### config.mk
export PLATFORM = sky130hd
export DESIGN_NAME = sv_uart_rx_packer
export DESIGN_NICKNAME = d
export VERILOG_FILES = /design/src/rtl/sv_uart_pkg.sv /design/src/rtl/sv_uart_timeout_cnt.sv /design/src/rtl/sv_uart_rx_packer.sv
export SDC_FILE = /design/constraint.sdc
export NUM_CORES = 1
export LEC_CHECK = 0
export BUFFER_PORTS_ARGS = -buffer_cell sky130_fd_sc_hd__buf_2
export CORE_ASPECT_RATIO = 0.75
export CORE_MARGIN = 2
export CORE_UTILIZATION = 45
export DETAILED_ROUTE_END_ITERATION = 10
export GPL_TIMING_DRIVEN = 0
export PLACE_DENSITY_LB_ADDON = 0.08
export SLEW_MARGIN = 20
export SYNTH_ARGS = -nofsm -noshare
export SYNTH_HDL_FRONTEND = slang
export SYNTH_HIERARCHICAL = 1
export SYNTH_SLANG_ARGS = --single-unit
### constraint.sdc
create_clock -name iclk -period 1.19 [get_ports iclk]
set_input_delay 0.357 -clock iclk [delete_from_list [all_inputs] [get_ports iclk]]
set_output_delay 0.357 -clock iclk [all_outputs]
set_load 0.02 [all_outputs]
### src/rtl/sv_uart_pkg.sv
// Shared UART types: byte width, byte type and packer FSM states.
// Used by the UART engine, its TX/RX paths and the RX word packer.
package sv_uart_pkg;

    localparam int UART_WORD_WIDTH = 8;

    typedef logic [7:0] uart_byte_t;

    typedef enum logic {
        PK_COLLECT,
        PK_FULL
    } packer_state_t;

endpackage

### src/rtl/sv_uart_timeout_cnt.sv
// 16-bit inter-byte timer: clears on iclr or while idle, expires at ilimit-1.
// Ports: iclk, irst, iclr (byte accepted), ien (partial word held), ilimit (0 = off), oexpire.
// Only built with SV_UART_RX_PACKER_TIMEOUT_EN; the packer has no timer otherwise.
`ifdef SV_UART_RX_PACKER_TIMEOUT_EN
module sv_uart_timeout_cnt (
    input  logic        iclk,
    input  logic        irst,
    input  logic        iclr,
    input  logic        ien,
    input  logic [15:0] ilimit,
    output logic        oexpire
);

    logic [15:0] cnt;

    // An accepted byte in the expiry cycle wins, so iclr masks expiry.
    assign oexpire = ien && !iclr && (ilimit != 16'd0) &&
                     (cnt == ilimit - 16'd1);

    always_ff @(posedge iclk) begin
        if (irst || iclr || oexpire || !ien) begin
            cnt <= 16'd0;
        end else begin
            cnt <= cnt + 16'd1;
        end
    end

endmodule
`endif

### src/rtl/sv_uart_rx_packer.sv
// Packs received UART bytes (MSB byte first) into DATA_WIDTH words on an AXIS master.
// Ports: iclk, irst, s_axis_* (bytes in), m_axis_* (words out), itimeout/otimeout, obyte_cnt.
// Macro SV_UART_RX_PACKER_TIMEOUT_EN enables discarding stalled partial words after itimeout cycles.
module sv_uart_rx_packer
    import sv_uart_pkg::*;
#(
    parameter int DATA_WIDTH = 24
) (
    input  logic                              iclk,
    input  logic                              irst,
    input  logic [7:0]                        s_axis_tdata,
    input  logic                              s_axis_tvalid,
    output logic                              s_axis_tready,
    output logic [DATA_WIDTH-1:0]             m_axis_tdata,
    output logic                              m_axis_tvalid,
    input  logic                              m_axis_tready,
    input  logic [15:0]                       itimeout,
    output logic                              otimeout,
    output logic [$clog2(DATA_WIDTH/8)-1:0]   obyte_cnt
);

    localparam int N  = DATA_WIDTH / UART_WORD_WIDTH;
    localparam int CW = $clog2(N);

    packer_state_t         state;
    logic [DATA_WIDTH-9:0] shreg;
    logic [DATA_WIDTH-1:0] next_word;
    logic                  accept;
    logic                  last;
    logic                  hs;
    logic                  expire;

    // Partial bytes keep flowing while a word is held; only the byte that
    // would complete the next word must wait for the holding register.
    assign s_axis_tready = !m_axis_tvalid || m_axis_tready ||
                           (obyte_cnt != CW'(N - 1));

    assign accept    = s_axis_tvalid && s_axis_tready;
    assign last      = accept && (obyte_cnt == CW'(N - 1));
    assign hs        = m_axis_tvalid && m_axis_tready;
    assign next_word = {shreg, uart_byte_t'(s_axis_tdata)};

`ifdef SV_UART_RX_PACKER_TIMEOUT_EN
    sv_uart_timeout_cnt u_timeout (
        .iclk    (iclk),
        .irst    (irst),
        .iclr    (accept),
        .ien     (obyte_cnt != '0),
        .ilimit  (itimeout),
        .oexpire (expire)
    );
`else
    logic unused_timeout;
    assign unused_timeout = ^itimeout;
    assign expire         = 1'b0;
`endif

    always_ff @(posedge iclk) begin
        if (irst) begin
            state         <= PK_COLLECT;
            shreg         <= '0;
            obyte_cnt     <= '0;
            m_axis_tdata  <= '0;
            m_axis_tvalid <= 1'b0;
            otimeout      <= 1'b0;
        end else begin
            otimeout <= 1'b0;
            if (accept) begin
                shreg     <= next_word[DATA_WIDTH-9:0];
                obyte_cnt <= last ? '0 : obyte_cnt + CW'(1);
            end else if (expire) begin
                shreg     <= '0;
                obyte_cnt <= '0;
                otimeout  <= 1'b1;
            end
            unique case (state)
                PK_COLLECT: begin
                    if (last) begin
                        m_axis_tdata  <= next_word;
                        m_axis_tvalid <= 1'b1;
                        state         <= PK_FULL;
                    end
                end
                PK_FULL: begin
                    // A completing byte in FULL implies the handshake, so
                    // the new word replaces the old one with no gap.
                    if (last) begin
                        m_axis_tdata <= next_word;
                    end else if (hs) begin
                        m_axis_tvalid <= 1'b0;
                        state         <= PK_COLLECT;
                    end
                end
                default: state <= PK_COLLECT;
            endcase
        end
    end

endmodule

==> impl_metrics.env, run 1 <==
export IMPL_drive_gt1_frac=0.296
export IMPL_fp_row_count=19
export IMPL_ctsRootBufferMaster="clkbuf_8"
export IMPL_crit_fanout=4
export IMPL_rsz0062_at_grt="true"
export IMPL_syn_num_nets=190
export IMPL_fillCellCount=336
export IMPL_finalCriticalPeriod_ps=1340
export IMPL_antenna_found_initial=0
export IMPL_hold_violations=0
export IMPL_antenna_cells=0
export IMPL_chipWidth_um=76.8
export IMPL_endpoint_kind="primary output"
export IMPL_clk_path_buf_depth=2
export IMPL_areaGrowthSynthToFinish_pct=29.1
export IMPL_synth_area_um2=1790
export IMPL_synth_seq_area_share=0.492
export IMPL_p_seq_frac=0.574
export IMPL_fin_ws_ps=-148
export IMPL_p_switching_uw=607
export IMPL_dr_pass1_iters=4
export IMPL_htree_levels=2
export IMPL_layout_common_cells="48 x nand2b_1, 41 x dfxtp_1, 39 x mux2i_1"
export IMPL_hold_path_class="input port to flop"
export IMPL_netlist_area_leader_share=0.492
export IMPL_power_density_nw_per_um2=1150
export IMPL_clkPwrFrac=0.328
export IMPL_synth_avg_cell_area_um2=11.0
export IMPL_grtUsageTotal=0.184
export IMPL_io_pins=57
export IMPL_num_vias=1259
export IMPL_grt_pass1_vias=1331
export IMPL_overflow=0
export IMPL_initial_core_util=0.479
export IMPL_clock_latency_ps=290
export IMPL_syn_inst=162
export IMPL_status="finished with violations"
export IMPL_final_common_cell="nand2b_1"
export IMPL_startpoint_type="flop"
export IMPL_rr_worst_depth=5
export IMPL_ant_nets=0
export IMPL_final_nets=243
export IMPL_finalSetupViolCount=27
export IMPL_p_int_uw=2050
export IMPL_cp_required_ps=830
export IMPL_cts_tree="built"
export IMPL_violations="setup timing"
export IMPL_switching_share=0.228
export IMPL_r2r_start="obyte_cnt[0]$_SDFFE_PP0N_"
export IMPL_route_detailed_drc=0
export IMPL_via_per_inst=4.70
export IMPL_hold_buffers=0
export IMPL_drv_slew=0
export IMPL_io_buffers=39
export IMPL_cts_buffers=5
export IMPL_die_y_um=58.6
export IMPL_wl_per_cell_um=14.3
export IMPL_worst_ir_drop_vdd_uv=770
export IMPL_synthTopCellsByArea="dfxtp_1 49%, mux2i_1 22%, nand2b_1 17%"
export IMPL_hold_start="s_axis_tdata[7]"
export IMPL_clkTransAtPathRegs_ps=70
export IMPL_finalCritPeriodShare=1.12
export IMPL_critical_path_class="flop to primary output"
export IMPL_coreArea_um2=3730
export IMPL_clock_fmax_mhz=747
export IMPL_grt_max_degree=18
export IMPL_yosys_warnings=6
export IMPL_synth_distinct_cells=21
export IMPL_place_congestion=0.784
export IMPL_ys_seq_elements=44
export IMPL_worstPathArrival_ps=980
export IMPL_p_leak_uw=0.00115
export IMPL_wirelength_um=3840
export IMPL_dp_hpwl_um=2640
export IMPL_grt_first_pass_wirelength_um=6240
export IMPL_finClkSkew_ps=4.51
export IMPL_utilization=0.619
export IMPL_maxCapViolCount=0
export IMPL_cts_sinks=44
export IMPL_tns_ps=-1860
export IMPL_pwr_share_comb=0.099
export IMPL_cp_startpoint="obyte_cnt[0]$_SDFFE_PP0N_"
export IMPL_yosys_area_top_type="dfxtp_1"
export IMPL_die_area_um2=4500
export IMPL_hold_depth=3
export IMPL_drt_iter0_drc=61
==> flip-flops by register name, summed over array words and instances, names as in the netlist <==
register       cells
m_axis_tdata      24
shreg             16
obyte_cnt          2
m_axis_tvalid      1
state              1
==> kinds of logic after synthesis <==
logic type / Yosys count / share of synthesized area
flops: 44 / 0.492
mux: 40 / 0.224
other cells: 1 / 0.00210
simple gates: 58 / 0.204
compound gates: 6 / 0.0224
buf+inv: 13 / 0.0552
==> final timing paths <==
kind	end	slack, ps
worst max register to register	m_axis_tdata[10]$_SDFFE_PP0P_	-100
worst min-delay path	m_axis_tdata[7]$_SDFFE_PP0P_	350
worst max-delay path	s_axis_tready	-150
worst min register to register	m_axis_tdata[7]$_SDFFE_PP0P_	470
==> power groups by stage <==
stage / Combinational (µW) / Clock, µW / Sequential, µW
after floorplan: 152 / 0 / 1570
after global placement: 230 / 0 / 1560
after detailed placement: 237 / 0 / 1560
after CTS: 252 / 894 / 1520
after global routing: 285 / 960 / 1530
final: 263 / 871 / 1520
==> metrics by stage <==
stage                     total power, µW  area [µm²]  worst slack [ps]  cells  hold slack (ps)
after global routing                 2770        2310              -181    268              356
after global placement               1790        2080              -187    253              457
after CTS                            2670        2240              -154    265              350
final                                2660        2310              -148    268              350
after detailed placement             1800        2080              -210    253              466
after floorplan                      1730        1820             -96.4    162              450
==> layout make-up <==
cell class	instances	area (µm²)	area share
sequential	44	892	0.386
multi-input combinational	105	841	0.364
timing repair buffer	47	332	0.144
buffer	10	92.6	0.0401
clock buffer	7	76.3	0.0330
tap	52	65.1	0.0282
inverter	2	7.51	0.00325
clock inverter	1	3.75	0.00163
==> routing by layer <==
metal	vias up	part of all wire	wire length [µm]	GRT usage
met5	-	0	0	0
met4	0	0.0065	25	0.0623
met3	4	0.038	144	0.0475
met2	24	0.48	1830	0.325
met1	594	0.48	1840	0.223
li1	637	-	-	-
==> Yosys cell counts <==
cell type  count
and2_4         1
nor2_1         2
inv_1          2
conb_1         1
nand3b_1       1
nand2b_1      48
o32ai_1        1
clkbuf_1       5
nand2_1        2
nor3b_1        1
a21o_1         1
buf_12         1
buf_4          1
mux2i_1       40
a21oi_1        2
buf_6          4
o21a_1         1
dfxtp_1       44
nand4bb_1      1
a31oi_1        1
or2b_1         2
==> repair_timing <==
item                                   CTS  global route
pin swaps                                0             0
resized for setup                       12             9
endpoints found under the hold margin    0             0
buffers inserted                         4             2
setup endpoints to repair               33            35
gates cloned                             1             1
==> worst max-delay path, cell delays in order, from the launching register on <==
cell,delay [ps]
dfxtp_4,350
nand4bb_4,190
buf_6,150
Note: power is estimated with default switching activity, not from simulation.
==> inputs of run 2 (changes only) <==
==> constraint.sdc (replaced) <==
create_clock -name iclk -period 1.2 [get_ports iclk]
set_input_delay 0.36 -clock iclk [delete_from_list [all_inputs] [get_ports iclk]]
set_output_delay 0.36 -clock iclk [all_outputs]
set_load 0.02 [all_outputs]
==> impl_metrics.env, run 2 (same netlist as run 1, synthesis figures left out) <==
export IMPL_critical_path_class="flop to primary output"
export IMPL_hold_path_class="input port to flop"
export IMPL_endpoint_kind="primary output"
export IMPL_largest_reg_flops=24
export IMPL_clk_path_buf_depth=2
export IMPL_status="finished with violations"
export IMPL_overflow=0
export IMPL_maxCapViolCount=0
export IMPL_cts_buffers=5
export IMPL_violations="setup timing"
export IMPL_hold_violations=0
export IMPL_grt_first_pass_wirelength_um=6200
export IMPL_grtUsageTotal=0.183
export IMPL_worst_ir_drop_vdd_uv=763
export IMPL_wl_per_cell_um=14.3
export IMPL_htree_levels=2
export IMPL_initial_core_util=0.479
export IMPL_rsz0062_at_grt="true"
export IMPL_io_pins=57
export IMPL_route_detailed_drc=0
export IMPL_clock_latency_ps=290
export IMPL_hold_buffers=0
export IMPL_chipWidth_um=76.8
export IMPL_cp_required_ps=840
export IMPL_finClkSkew_ps=4.62
export IMPL_grt_max_degree=18
export IMPL_coreArea_um2=3730
export IMPL_worstPathArrival_ps=980
export IMPL_layout_common_cells="48 x nand2b_1, 41 x dfxtp_1, 39 x mux2i_1"
export IMPL_regMostFlops="m_axis_tdata"
export IMPL_finalCriticalPeriod_ps=1340
export IMPL_p_leak_uw=0.00113
export IMPL_antenna_found_initial=0
export IMPL_final_nets=241
export IMPL_seqCellArea_um2=892
export IMPL_top_regs="m_axis_tdata (24), shreg (16), obyte_cnt (2)"
export IMPL_clock_fmax_mhz=748
export IMPL_startpoint_type="flop"
export IMPL_drive_gt1_frac=0.290
export IMPL_ant_nets=0
export IMPL_fillCellCount=336
export IMPL_crit_fanout=4
export IMPL_power_uw=2630
export IMPL_instances_no_fill=266
export IMPL_via_per_inst=4.72
export IMPL_cts_tree="built"
export IMPL_areaGrowthSynthToFinish_pct=28.3
export IMPL_tns_ps=-1550
export IMPL_io_buffers=39
export IMPL_place_congestion=0.784
export IMPL_dp_cells=253
export IMPL_fp_row_count=19
export IMPL_drv_slew=0
export IMPL_clkTransAtPathRegs_ps=70
export IMPL_die_area_um2=4500
export IMPL_multi_input_area_um2=841
export IMPL_cts_sinks=44
export IMPL_antenna_cells=0
export IMPL_ctsRootBufferMaster="clkbuf_8"
export IMPL_die_y_um=58.6
export IMPL_fin_ws_ps=-138
export IMPL_wirelength_um=3790
export IMPL_finalCritPeriodShare=1.11
export IMPL_dp_hpwl_um=2640
export IMPL_num_vias=1256
export IMPL_finalSetupViolCount=27
export IMPL_grt_pass1_vias=1325
export IMPL_drt_iter0_drc=60
export IMPL_dr_pass1_iters=4
export IMPL_final_common_cell="nand2b_1"
export IMPL_power_density_nw_per_um2=1150
run 2: final timing paths:
path | from | to | slack [ps] | cells after the start
worst min register to register | m_axis_tdata[7]$_SDFFE_PP0P_ | m_axis_tdata[7]$_SDFFE_PP0P_ | 470 | 2
worst max register to register | obyte_cnt[0]$_SDFFE_PP0N_ | m_axis_tdata[10]$_SDFFE_PP0P_ | -90 | 5
worst min-delay path | s_axis_tdata[7] | m_axis_tdata[7]$_SDFFE_PP0P_ | 350 | 3
worst max-delay path | obyte_cnt[0]$_SDFFE_PP0N_ | s_axis_tready | -140 | 2
run 2: layer usage:
layer | global-route usage | wire, µm | vias to the layer above
met4 | 0.0623 | 32 | 0
met2 | 0.321 | 1790 | 23
met1 | 0.222 | 1830 | 593
met3 | 0.0475 | 138 | 5
met5 | 0 | 0 | -
li1 | - | - | 635
run 2: critical path, stage by stage, from the launching register on:
cell and delay (ps):
dfxtp_4 350, nand4bb_4 190, buf_6 150
run 2: repair_timing:
item,CTS,global route
hold endpoints to repair,0,0
setup endpoints to repair,32,35
cloned,1,1
buffers inserted,3,1
resized for setup,11,10
run 2: per-stage QoR:
| step | util | hold WS [ps] | setup WS [ps] | cell area (µm²) |
|---|---|---|---|---|
| 4_1_cts | 0.597 | 353 | -147 | 2230 |
| 3_5_place_dp | 0.558 | 466 | -203 | 2080 |
| 5_1_grt | 0.615 | 359 | -174 | 2290 |
| 3_3_place_gp | 0.558 | 457 | -180 | 2080 |
| 2_1_floorplan | - | 450 | -89.4 | 1820 |
| 6_report | 0.615 | 355 | -138 | 2290 |
run 2: final cells by class:
| type | count | area share |
|---|---|---|
| multi-input combinational | 105 | 0.366 |
| clock buffer | 7 | 0.0333 |
| timing repair buffer | 45 | 0.138 |
| buffer | 10 | 0.0403 |
| sequential | 44 | 0.389 |
| inverter | 2 | 0.00327 |
| clock inverter | 1 | 0.00164 |
| tap | 52 | 0.0284 |
run 2: power by group:
part           switching, µW  internal [µW]  total, µW
logic                    124            132        256
clock network            456            405        862
registers               18.1           1490       1510
